==> src/rtl/cache_pkg.sv <==
// Shared types for the direct-mapped data cache and its miss handler.
package cache_pkg;

    localparam int TAG_W   = 26;
    localparam int INDEX_W = 6;

    typedef struct packed {
        logic             valid;
        logic [TAG_W-1:0] tag;
        logic [31:0]      data;
    } cache_entry_t;

    typedef enum logic [1:0] {
        IDLE = 2'd0,
        REQ  = 2'd1,
        FILL = 2'd2,
        ERR  = 2'd3
    } fill_state_t;

endpackage

==> src/rtl/cache_stat_counter.sv <==
// Saturating 32-bit event counter for lookup statistics.
// Only built when CACHE_STATS_EN is defined.
`ifdef CACHE_STATS_EN
module cache_stat_counter (
    input  logic        clk,
    input  logic        reset,
    input  logic        inc,
    output logic [31:0] count
);

    always_ff @(posedge clk) begin
        if (reset)
            count <= '0;
        else if (inc && count != '1)
            count <= count + 32'd1;
    end

endmodule
`endif

==> src/rtl/cache_fill_ctrl.sv <==
// Read-miss handler: stalls the CPU, fetches the word over req/ack and writes it into the cache.
// Optional lookup hit/miss counters are built when CACHE_STATS_EN is defined.
module cache_fill_ctrl
    import cache_pkg::*;
#(
    parameter int ADDR_W      = 32,
    parameter int DATA_W      = 32,
    parameter int MEM_TIMEOUT = 64
) (
    input  logic              clk,
    input  logic              reset,
    input  logic              cpu_req,
    input  logic [ADDR_W-1:0] cpu_addr,
    input  logic              MemHit,
    output logic              stall,
    output logic              mem_rd,
    output logic [ADDR_W-1:0] mem_addr,
    input  logic              mem_ack,
    input  logic [DATA_W-1:0] mem_rdata,
    output logic              fill_wren,
    output logic [ADDR_W-1:0] fill_addr,
    output logic [DATA_W-1:0] fill_data,
    output logic              err,
    output logic [31:0]       hit_cnt,
    output logic [31:0]       miss_cnt
);

    localparam int                CNT_W = $clog2(MEM_TIMEOUT + 1);
    localparam logic [CNT_W-1:0] LIMIT = CNT_W'(MEM_TIMEOUT);

    fill_state_t       state;
    logic [ADDR_W-1:0] miss_addr;
    logic [DATA_W-1:0] fill_word;
    logic [CNT_W-1:0]  wait_cnt;

    always_ff @(posedge clk) begin
        if (reset) begin
            state     <= IDLE;
            miss_addr <= '0;
            fill_word <= '0;
            wait_cnt  <= '0;
        end else begin
            case (state)
                IDLE: begin
                    if (cpu_req && !MemHit) begin
                        miss_addr <= cpu_addr;
                        wait_cnt  <= '0;
                        state     <= REQ;
                    end
                end
                REQ: begin
                    if (mem_ack) begin
                        fill_word <= mem_rdata;
                        state     <= FILL;
                    end else begin
                        // Counter holds at the limit; ERR is entered on the cycle it gets there.
                        if (wait_cnt != LIMIT)
                            wait_cnt <= wait_cnt + 1'b1;
                        if (wait_cnt == LIMIT - 1'b1)
                            state <= ERR;
                    end
                end
                FILL:    state <= IDLE;
                ERR:     state <= ERR;
                default: state <= IDLE;
            endcase
        end
    end

    // A miss stalls combinationally in its own lookup cycle.
    assign stall     = (state != IDLE) || (cpu_req && !MemHit);
    assign mem_rd    = (state == REQ);
    assign mem_addr  = miss_addr;
    assign fill_wren = (state == FILL);
    assign fill_addr = miss_addr;
    assign fill_data = fill_word;
    assign err       = (state == ERR);

`ifdef CACHE_STATS_EN
    logic lookup;
    assign lookup = (state == IDLE) && cpu_req;

    cache_stat_counter u_hit_cnt (
        .clk   (clk),
        .reset (reset),
        .inc   (lookup && MemHit),
        .count (hit_cnt)
    );

    cache_stat_counter u_miss_cnt (
        .clk   (clk),
        .reset (reset),
        .inc   (lookup && !MemHit),
        .count (miss_cnt)
    );
`else
    assign hit_cnt  = '0;
    assign miss_cnt = '0;
`endif

endmodule

==> config.mk <==
export PLATFORM = sky130hd
export DESIGN_NAME = cache_fill_ctrl
export DESIGN_NICKNAME = d
export VERILOG_FILES = /design/src/rtl/cache_pkg.sv /design/src/rtl/cache_stat_counter.sv /design/src/rtl/cache_fill_ctrl.sv
export SDC_FILE = /design/constraint.sdc
export NUM_CORES = 1
export LEC_CHECK = 0
export ABC_CLOCK_PERIOD_IN_PS = 2200
export CORE_MARGIN = 2
export CORE_UTILIZATION = 37
export CTS_BUF_LIST = sky130_fd_sc_hd__clkbuf_2
export DETAILED_ROUTE_END_ITERATION = 10
export PLACE_DENSITY = 0.83
export RECOVER_POWER = 50
export SLEW_MARGIN = 15
export SYNTH_ARGS = -nofsm -noshare
export SYNTH_HDL_FRONTEND = slang
export SYNTH_HIERARCHICAL = 1
export SYNTH_SLANG_ARGS = --single-unit
==> constraint.sdc <==
create_clock -name clk -period 2.2 [get_ports clk]
set_input_delay 0.66 -clock clk [delete_from_list [all_inputs] [get_ports clk]]
set_output_delay 0.66 -clock clk [all_outputs]
set_load 0.01 [all_outputs]
==> run_results.csv <==
group,metric,value,unit
cts,clkTransAtPathRegs,0.21,ns
floorplanning,die_x,100,um
worst_setup_path,crit_buf_inv,1,
worst_setup_path,worstPathMaxFanout,2,
cts,htree_levels,3,
detailed_routing,wl_per_cell,12.6,um
worst_setup_path,rrSetupSlack,0.34,ns
worst_setup_path,crit_path_end_kind,"output port",
job,max_cap_viol_count,0,
cts,cts_buffers,9,
synth,ys.flop_type,"dfxtp_1",
synth,ys_seq_elements,73,
layout,layout-drive-gt1-share,0.106,
detailed_routing,drc,0,
cts,cts_max_path_buffers,2,
detailed_routing,ant_nets,0,
timing,setup_viol,0,
worst_setup_path,r2r_cells,4,
pwr,clkPwrFrac,0.306,
worst_setup_path,worst_ep_arrival_time,1.45,ns
timing,slew_viol_final,0,
detailed_routing,drtPass1Iterations,4,
timing,tightest_slew,0.642,ns
global_route,track_usage,0.164,
worst_setup_path,crit_required,1.54,ns
worst_setup_path,critPathKind,"flop to output port",
floorplanning,io_pins,233,
synth,netlist_area,3440,sq um
cts,cts_tree,"yes",
status,status,"finished clean",
timing,hold_viol,0,
synth,ys_async_sr_fraction,0,
pwr,power.density,577,nW/um^2
worst_setup_path,reg2reg_from,"state[1]",
detailed_routing,drt_iter0_drc,96,
global_route,grt_pass1_wl,13000,um
detailed_routing,vias,3112,
worst_hold_path,hold_depth,2,
synth,syn_inst,436,
placement,placed_cell_area,4790,sq um
synth,ys_warn_count,6,
pwr,power.switching,795,uW
worst_setup_path,slowest_delay,0.56,ns
cts,clockRootBuffer,"clkbuf_2",
pwr,internal_power,2.07,mW
cts,cts_sinks,73,
placement,gp_congestion,0.817,
synth,ys_types,31,
global_route,grt_pass1_vias,2879,
floorplanning,die_h,100,um
floorplanning,rows,35,
synth,ys_seq_area_frac,0.425,
floorplanning,fp.coreArea,9110,sq um
pwr,ir_drop,0.000311,V
timing,fin_worst_skew,0.0234,ns
worst_setup_path,cpMaxStageDelayCell,"clkdlybuf4s50_1",
worst_setup_path,reg2reg_to,"wait_cnt[5]",
pwr,power_frac_seq,0.496,
timing,whs,0.467,ns
cts,clock_latency,0.51,ns
global_route,antenna_found_initial,0,
worst_setup_path,worst_path_dominant_cell_family,"buffers and inverters",
placement,numPortBuffers,168,
detailed_routing,routed_wl,8650,um
global_route,grt_overflow,0,
worst_hold_path,hp-class,"flop to flop",
placement,hpwl,6510,um
timing,post-route-period-util,0.957,
timing,rsz0062_at_grt,"false",
timing,relSlewSlack,0.572,
layout,fin_nets,641,
synth,syn_area_per_cell,7.88,sq um
timing,max_freq,0.475,GHz
floorplanning,start_util,0.377,
global_route,grt_start_max_net_pins,34,
worst_hold_path,min_to,"fill_data[15]",
pwr,comb_power_share,0.198,
layout,final_area,4960,sq um
timing,period_minus_slack,2.11,ns
detailed_routing,viasPerCell,4.54,
synth,synth_enable_flop_cells,0,
floorplanning,dieArea,10100,sq um
worst_setup_path,start_kind,"flop",
worst_setup_path,path_cells,"clkdlybuf4s50_1",
layout,diodes,0,
worst_hold_path,worstHoldStart,"fill_data[15]",
pwr,leakage,1.99,nW
layout,area_delta_synth_final,44.4,%
pwr,p_sw_frac,0.278,
## cells by family (layout without fill, tap and decap cells)
logic type | Yosys count | in the layout | synth area share
compound gates | 79 | 79 | 0.129
fa+ha+maj | 2 | 2 | 0.00728
buf+inv | 122 | 198 | 0.239
flops | 73 | 73 | 0.425
other cells | 1 | 64 | 0.00109
simple gates | 159 | 159 | 0.198
## layout by cell type, fill, tap and decap left out, types with 2 or more instances in the layout
cell type	n
nand2_1	132
nor3b_1	3
clkdlybuf4s25_1	2
buf_4	6
nand3_1	2
o21ai_0	3
and2_1	2
bufinv_16	2
dfxtp_4	2
dlymetal6s2s_1	6
conb_1	64
ha_1	2
nor2_1	4
dfxtp_1	46
inv_1	4
and3_1	3
a22o_1	3
a32o_1	4
clkbuf_1	3
clkbuf_2	13
clkdlybuf4s50_1	152
nor2b_1	2
buf_12	2
dlygate4sd2_1	2
dfxtp_2	25
a21oi_1	66
## worst reg2reg max path: stages (launching register included)
cell and delay [ns]:
dfxtp_4 0.41, or4b_1 0.59, a22oi_1 0.37, nor2_1 0.12
a221o_1 0.31
## Yosys cell counts (2+ instances only)
cell | number | area share
a21oi_1 | 66 | 0.096
dfxtp_1 | 73 | 0.43
nand2_1 | 132 | 0.14
clkbuf_1 | 18 | 0.020
buf_1 | 3 | 0.0033
nor3b_1 | 4 | 0.0087
a22o_1 | 3 | 0.0076
nor2b_1 | 3 | 0.0055
and2_1 | 3 | 0.0055
inv_1 | 4 | 0.0044
nor2_1 | 4 | 0.0044
o21ai_0 | 2 | 0.0029
a32o_1 | 4 | 0.012
nand3_1 | 2 | 0.0029
ha_1 | 2 | 0.0073
and3_1 | 3 | 0.0055
buf_4 | 96 | 0.21
## worst max path at each step
stage	cells after the start	end	startpoint	slack [ns]
2_1_floorplan	5	wait_cnt[6]	MemHit	0.20
3_3_place_gp	4	stall	cpu_req	-0.48
3_5_place_dp	4	stall	cpu_req	-0.48
4_1_cts	4	stall	cpu_req	-0.15
5_1_grt	1	fill_data[4]	fill_data[4]	0.0006
6_report	1	fill_data[4]	fill_data[4]	0.09
## flip-flops by register name, indices dropped and copies added (netlist names)
signal,cells
fill_addr,32
fill_data,32
wait_cnt,7
state,2
## layout make-up
cell class	count	area [sq um]
Clock buffer	10	50.0
Multi-Input combinational cell	304	1400
Timing Repair Buffer	178	1760
Sequential cell	73	1500
Tap cell	111	139
Clock inverter	6	90.1
Inverter	4	15.0
Fill cell	833	4150
## metal layers
metal  global-route usage  wire [um]  vias to the layer above
li1                     -          -                     1515
met1                0.173       3370                     1430
met2                0.299       4350                      157
met3               0.0592        811                       10
met4               0.0601        121                        0
met5                    0          0                        -
## repair_timing
| item | in CTS | in global routing |
|---|---|---|
| setup endpoints to repair | 4 | 52 |
| resized for setup | 12 | 44 |
| hold endpoints to repair | 0 | 0 |
| buffers inserted | 0 | 1 |
| hold buffers | 0 | 0 |
## power groups by stage
stage | registers [mW] | clock network (mW) | logic (mW)
detailed placement | 1.45 | 0 | 0.572
global route | 1.43 | 0.968 | 0.616
finish | 1.42 | 0.875 | 0.567
floorplan | 1.46 | 0 | 0.334
CTS | 1.42 | 0.908 | 0.571
global placement | 1.44 | 0 | 0.564
## stage by stage
stage / std cells / setup TNS [ns] / utilization / setup slack (ns) / power, mW
CTS: 685 / -0.150 / 0.542 / -0.150 / 2.90
detailed placement: 669 / -2.44 / 0.526 / -0.482 / 2.02
global placement: 669 / -1.59 / 0.526 / -0.481 / 2.01
finish: 686 / 0 / 0.545 / 0.0941 / 2.86
floorplan: 499 / 0 / - / 0.199 / 1.80
global route: 686 / 0 / 0.545 / 0.000581 / 3.02
Power figures use the tool's default switching activity.
